<file path="src/rtl/multiword_add_seq.sv">
// Wide add/subtract sequencer: feeds one 32-bit slice per cycle (LSW first) to a 32-bit
// carry-select core, ripples the inter-word carry in a register. Optional OVF_DETECT_EN adds ovf.

module multiword_add_csa32 (
    input  logic [31:0] a,
    input  logic [31:0] b,
    input  logic        cin,
    output logic [31:0] sum,
    output logic        cout
);
    logic [16:0] lo;
    logic [16:0] hi0;
    logic [16:0] hi1;

    // Upper half is computed for both possible carries and selected by the lower carry.
    assign lo  = {1'b0, a[15:0]}  + {1'b0, b[15:0]}  + {16'b0, cin};
    assign hi0 = {1'b0, a[31:16]} + {1'b0, b[31:16]};
    assign hi1 = {1'b0, a[31:16]} + {1'b0, b[31:16]} + 17'd1;

    assign sum  = {lo[16] ? hi1[15:0] : hi0[15:0], lo[15:0]};
    assign cout = lo[16] ? hi1[16] : hi0[16];
endmodule

module multiword_add_seq #(
    parameter int WORDS = 4,
    localparam int W = 32 * WORDS
) (
    input  logic         clk,
    input  logic         rst,
    input  logic         in_valid,
    output logic         in_ready,
    input  logic [W-1:0] a,
    input  logic [W-1:0] b,
    input  logic         cin,
    input  logic         sub,
    output logic         out_valid,
    input  logic         out_ready,
    output logic [W-1:0] sum,
    output logic         cout,
    output logic         busy
`ifdef OVF_DETECT_EN
    ,
    output logic         ovf
`endif
);
    localparam int KW = (WORDS > 1) ? $clog2(WORDS) : 1;
    localparam logic [KW-1:0] K_LAST = KW'(WORDS - 1);

    typedef enum logic [1:0] {IDLE, RUN, DONE} state_t;

    state_t        state;
    logic [W-1:0]  a_reg;
    logic [W-1:0]  b_reg;
    logic          carry_reg;
    logic [KW-1:0] k;
    logic [KW+4:0] base;
    logic [31:0]   core_a;
    logic [31:0]   core_b;
    logic [31:0]   core_sum;
    logic          core_cout;

    assign base   = {k, 5'b0};
    assign core_a = a_reg[base +: 32];
    assign core_b = b_reg[base +: 32];

    multiword_add_csa32 u_core (
        .a    (core_a),
        .b    (core_b),
        .cin  (carry_reg),
        .sum  (core_sum),
        .cout (core_cout)
    );

    assign in_ready = (state == IDLE) && !rst;
    assign busy     = (state != IDLE);

    always_ff @(posedge clk) begin
        if (rst) begin
            state     <= IDLE;
            a_reg     <= '0;
            b_reg     <= '0;
            carry_reg <= 1'b0;
            k         <= '0;
            sum       <= '0;
            cout      <= 1'b0;
            out_valid <= 1'b0;
`ifdef OVF_DETECT_EN
            ovf       <= 1'b0;
`endif
        end else begin
            case (state)
                IDLE: begin
                    if (in_valid) begin
                        // Subtract is a + ~b + 1; cin is ignored in that case.
                        a_reg     <= a;
                        b_reg     <= sub ? ~b : b;
                        carry_reg <= sub ? 1'b1 : cin;
                        k         <= '0;
                        state     <= RUN;
                    end
                end
                RUN: begin
                    sum[base +: 32] <= core_sum;
                    carry_reg       <= core_cout;
                    if (k == K_LAST) begin
                        cout      <= core_cout;
                        out_valid <= 1'b1;
                        k         <= '0;
                        state     <= DONE;
`ifdef OVF_DETECT_EN
                        // Carry into the MSB recovered from the MSB sum bit.
                        ovf <= core_cout ^ (core_a[31] ^ core_b[31] ^ core_sum[31]);
`endif
                    end else begin
                        k <= k + 1'b1;
                    end
                end
                DONE: begin
                    if (out_ready) begin
                        out_valid <= 1'b0;
                        state     <= IDLE;
                    end
                end
                default: state <= IDLE;
            endcase
        end
    end
endmodule

</file>
<file path="config.mk">
export PLATFORM = sky130hd
export DESIGN_NAME = multiword_add_seq
export DESIGN_NICKNAME = d
export VERILOG_FILES = /design/src/rtl/multiword_add_seq.sv
export SDC_FILE = /design/constraint.sdc
export NUM_CORES = 1
export LEC_CHECK = 0
export CORE_ASPECT_RATIO = 2
export CORE_MARGIN = 3
export CORE_UTILIZATION = 65
export DETAILED_ROUTE_END_ITERATION = 6
export DONT_BUFFER_PORTS = 1
export PLACE_DENSITY_LB_ADDON = 0.05
export REMOVE_ABC_BUFFERS = 1
export SLEW_MARGIN = 20
export SYNTH_ARGS = -nofsm -noshare
export SYNTH_HDL_FRONTEND = slang
export SYNTH_SLANG_ARGS = --single-unit
</file>
<file path="constraint.sdc">
create_clock -name clk -period 8.97 [get_ports clk]
set_clock_uncertainty 0.2 [all_clocks]
set_input_delay 1.794 -clock clk [delete_from_list [all_inputs] [get_ports clk]]
set_output_delay 1.794 -clock clk [all_outputs]
set_load 0.02 [all_outputs]
</file>
==> summary by stage <==
Power
Total power for the finished layout comes to between 3 and 4 mW. The part of the total power dissipated in sequential elements is 0.484. The clock power share is 0.368. The worst-case IR drop observed on VDD is roughly 0.18 mV. The power spent charging and discharging nets is between 1 and 1.5 mW. Dividing total power by cell area gives a power density of 208 nW/um^2. Of the total power, combinational logic draws 0.148. The analysis attributes to cell leakage a power of 6.74 nW. The switching share of power is 0.272. The internal power is 2.87 mW.

Placed design
The routability congestion estimate from global placement is 0.891. Input and output buffers added on the ports amount to 0. After legalization and detailed placement, the total HPWL measured roughly 33000 um.

The placed instances occupy a cell area of about 18000 um^2. The number of cells after detailed placement is 2168.

STA
The worst path needs ~5.4 ns of the cycle, external delays included. The count of final hold-check violations is 0. The slew at the pin with the worst max-slew slack is 1.17 ns. Static timing analysis puts the maximum clock frequency at 186 MHz. Dividing the final minimum period by the clock period gives 0.598. The hold slack is 0.249 ns.

Setup violations remaining at the end of the flow were counted as 0. Setup repair after global routing left no endpoint under its margin. The worst-case headroom to the max-slew limit is 0.217. The number of max-slew violations in the final report is 0.

Clock network
The sink count of the clock tree is roughly 400. Clock-pin slew was measured on the worst setup and hold paths at around 0.060 ns. For this design, the CTS-stage hold fixing added 0 buffers.

The clock buffer count from CTS is 35. The clock tree synthesis step divided the H-tree into 2 levels. The clock root buffer master is clkbuf_16. The number of gates resized after CTS was 0.

The number of setup buffers added after CTS is 0. The later pin in the worst-skew pair is clocked with a latency of 0.54 ns. The clock tree from TritonCTS is yes. No sink is reached through more buffers than the 3 on the longest clock path.

Worst setup path
The sort of element at the start of the critical path is a flip-flop. In this run the critical register-to-register path is captured at sum[91]$_SDFFE_PP0P_. By startpoint and endpoint, the worst setup path is classified as flip-flop to flip-flop.

STA puts the critical path data arrival time at 5.58 ns. The register-to-register setup slack is 3.61 ns. STA classifies the critical path endpoint as a flip-flop. The length in cells of the worst reg-to-reg path is 13.

The highest fanout seen on the critical path is 38. The required time of the critical path is 9.18 ns. The startpoint identified for the worst register-to-register timing path is k[0]$_SDFFE_PP0P_.

Cells and area
After routing the design area is 19000 um^2. Counting the fill cells in the layout gives 2199. The count of cells in the finished layout, fillers not included, comes to 2228. At the end of the flow, the number of nets in the layout was 2160. The post-layout utilization of the core is 0.703.

The total inserted antenna cells is 0. In the final layout, the share of cells above drive strength 1 is 0.0840. The area growth from synthesis to layout is 5.79%.

Min path
The number of instances on the worst hold path is 2. For hold timing, the worst endpoint is a_reg[91]$_SDFFE_PP0P_. The worst min-delay path category is flip-flop to flip-flop. The startpoint identified for the worst hold timing path is a_reg[91]$_SDFFE_PP0P_.

GRT
The initial antenna violation count is 0. The largest net degree at the start of global routing is 400. The first global-routing pass estimated 73500 um of wire. After global routing the overflow that remains totals 0. Across every metal layer, demand over resource in global routing totals 0.316. The via count of the first global-routing pass is 13800.

Route
The detailed router finished its first iteration with around 1000 violations. Wires add up to 48600 um. The first detailed-routing pass ran for 6 iterations. The count of nets left with antenna violations once routing finished came out at 0. The total vias in the final route is 13900. After detailed routing, the average wire length per cell comes to 21.8 um. The remaining design rule violation count is 0. In the routed layout, each cell is associated on average with a via count of 6.26.

Floorplan
Row generation in the floorplan step produced 85 rows. The core region is 27000 um^2. Measured along the x axis, the die boundary spans 123 um. The number of top-level design ports is approximately 390. The starting density of the core is 0.664. The vertical die dimension is 241 um. The floorplan step defined a die boundary enclosing ~30000 um^2.

Yosys
The post-synthesis sequential area ratio is 0.436. The number of enable-type register cells in the synthesized netlist is 0. Summing every instance area after synthesis gives 17900 um^2. The post-synthesis average cell area is 9.11 um^2. The unique cell type count in the Yosys netlist is 67. For this run, the number of Yosys warnings is 0. The cell count after synthesis is 1970.

The most used flip-flop cell after synthesis is dfxtp_1. The flip-flop and latch count after synthesis is 391. Counting flops with an async set or reset pin after synthesis yields a share of 0.

Status
The flow ran to the end, and the final reports show no timing, DRC or antenna violations.

Flow run
Max-cap violations in this run came to 0.
[metrics by stage]
stage	setup TNS [ns]	setup slack (ns)
after detailed placement	0	3.57
after global routing	0	3.22
after floorplan	-0.951	-0.391
after global placement	0	3.66
after CTS	0	3.56
final	0	3.61
[cell usage after synthesis, types with 3 or more instances]
cell      instances  area share
or2_2             3      0.0010
fa_1              3      0.0033
a211oi_1        132       0.055
o211ai_1          4      0.0017
and2_1            5      0.0017
o31ai_1           7      0.0029
mux4_2           64       0.080
nand2b_1         12      0.0042
o21ai_0          32      0.0089
buf_1            14      0.0029
nor3_1            7      0.0020
nand4_1           4      0.0014
nor4_1            6      0.0021
a22oi_1         104       0.044
nand3_1          10      0.0028
nor2b_1           5      0.0017
clkbuf_1        140       0.029
nand2_1         281       0.059
a31oi_1           3      0.0010
xnor2_1         146       0.071
dfxtp_1         391        0.44
a21o_1            6      0.0025
or3_1             8      0.0028
xor2_1           14      0.0068
o21ai_1           5      0.0014
a21oi_1         154       0.043
ha_1             38       0.027
inv_1            19      0.0040
a32oi_1           8      0.0039
nand3b_1         14      0.0059
o21a_1            6      0.0025
nor2_1          274       0.057
buf_2             4      0.0011
and3_1            4      0.0014
[final cells by class]
type                            count  area [um^2]  area share
Clock buffer                       51         1020      0.0537
Tap cell                          348          435      0.0229
Clock inverter                      9         60.1     0.00316
Sequential cell                   391         7840       0.413
Timing Repair Buffer               10         87.6     0.00461
Inverter                           19         71.3     0.00376
Multi-Input combinational cell   1400         9470       0.499
[power groups by stage]
| stage | combinational [mW] | clock, mW | sequential [mW] |
|---|---|---|---|
| final | 0.584 | 1.45 | 1.91 |
| after global routing | 0.643 | 1.53 | 1.92 |
| after CTS | 0.584 | 1.47 | 1.91 |
| after detailed placement | 0.579 | 0 | 1.95 |
| after global placement | 0.567 | 0 | 1.94 |
| after floorplan | 0.488 | 0 | 1.93 |
[per-layer routing]
| metal | share of wire | GRT usage | routed length, um |
|---|---|---|---|
| met3 | 0.090 | 0.0926 | 4370 |
| met2 | 0.51 | 0.554 | 24600 |
| met4 | 0.048 | 0.145 | 2330 |
| met5 | 0 | 0 | 0 |
| met1 | 0.36 | 0.347 | 17300 |
[how the worst max path moves through the flow]
stage	start	end	cells past startpoint	slack [ns]
global placement	k[0]$_SDFFE_PP0P_	sum[123]$_SDFFE_PP0P_	13	3.66
global route	k[0]$_SDFFE_PP0P_	sum[94]$_SDFFE_PP0P_	12	3.22
finish	k[0]$_SDFFE_PP0P_	sum[91]$_SDFFE_PP0P_	13	3.61
CTS	k[0]$_SDFFE_PP0P_	sum[91]$_SDFFE_PP0P_	13	3.56
detailed placement	k[0]$_SDFFE_PP0P_	sum[91]$_SDFFE_PP0P_	13	3.57
floorplan	in_valid	carry_reg$_SDFFE_PP0P_	4	-0.39
[cell usage in the layout (no fill, tap or decap), types with 3 or more instances in the layout]
cell type and n:
nand2_2 4, and2_1 4, nor2b_1 5, inv_1 19, a21oi_1 154, o31ai_1 7
o211ai_1 4, xnor2_1 146, nor3_1 7, ha_1 38, clkbuf_16 37, nand2b_1 12
nand4_1 4, dfxtp_1 389, clkinvlp_4 3, xor2_1 14, nor2_1 273, o21ai_0 32
a211oi_1 132, clkbuf_8 4, nand3b_1 14, mux4_2 64, a21o_1 6, clkbuf_1 10
clkinv_2 4, a31oi_1 3, fa_1 3, a32oi_1 8, o21a_1 6, o21ai_1 5
nand2_1 276, or3_1 8, and3_1 4, a22oi_1 104, nand3_1 10, buf_4 9
or2_2 3, nor4_1 5
[logic make-up after synthesis]
group	Yosys count	synth area share
fa+ha+maj	41	0.0298
xor+xnor	162	0.0799
mux	65	0.0810
buf+inv	179	0.0384
compound gates	488	0.185
simple gates	644	0.150
flops	391	0.436
[worst max-delay path: stages, from the launching register on]
cell and delay [ns]:
dfxtp_4 0.91, mux4_2 0.61, fa_1 0.49, inv_1 0.12, fa_1 0.22, nor2b_1 0.07, o31a_1 0.29, o211a_1 0.25
o31a_1 0.34, o41ai_4 0.93, nor4_4 0.19, and4_1 0.23, xnor2_1 0.24, o21ai_0 0.13
Note: power is estimated with default switching activity, not from simulation.
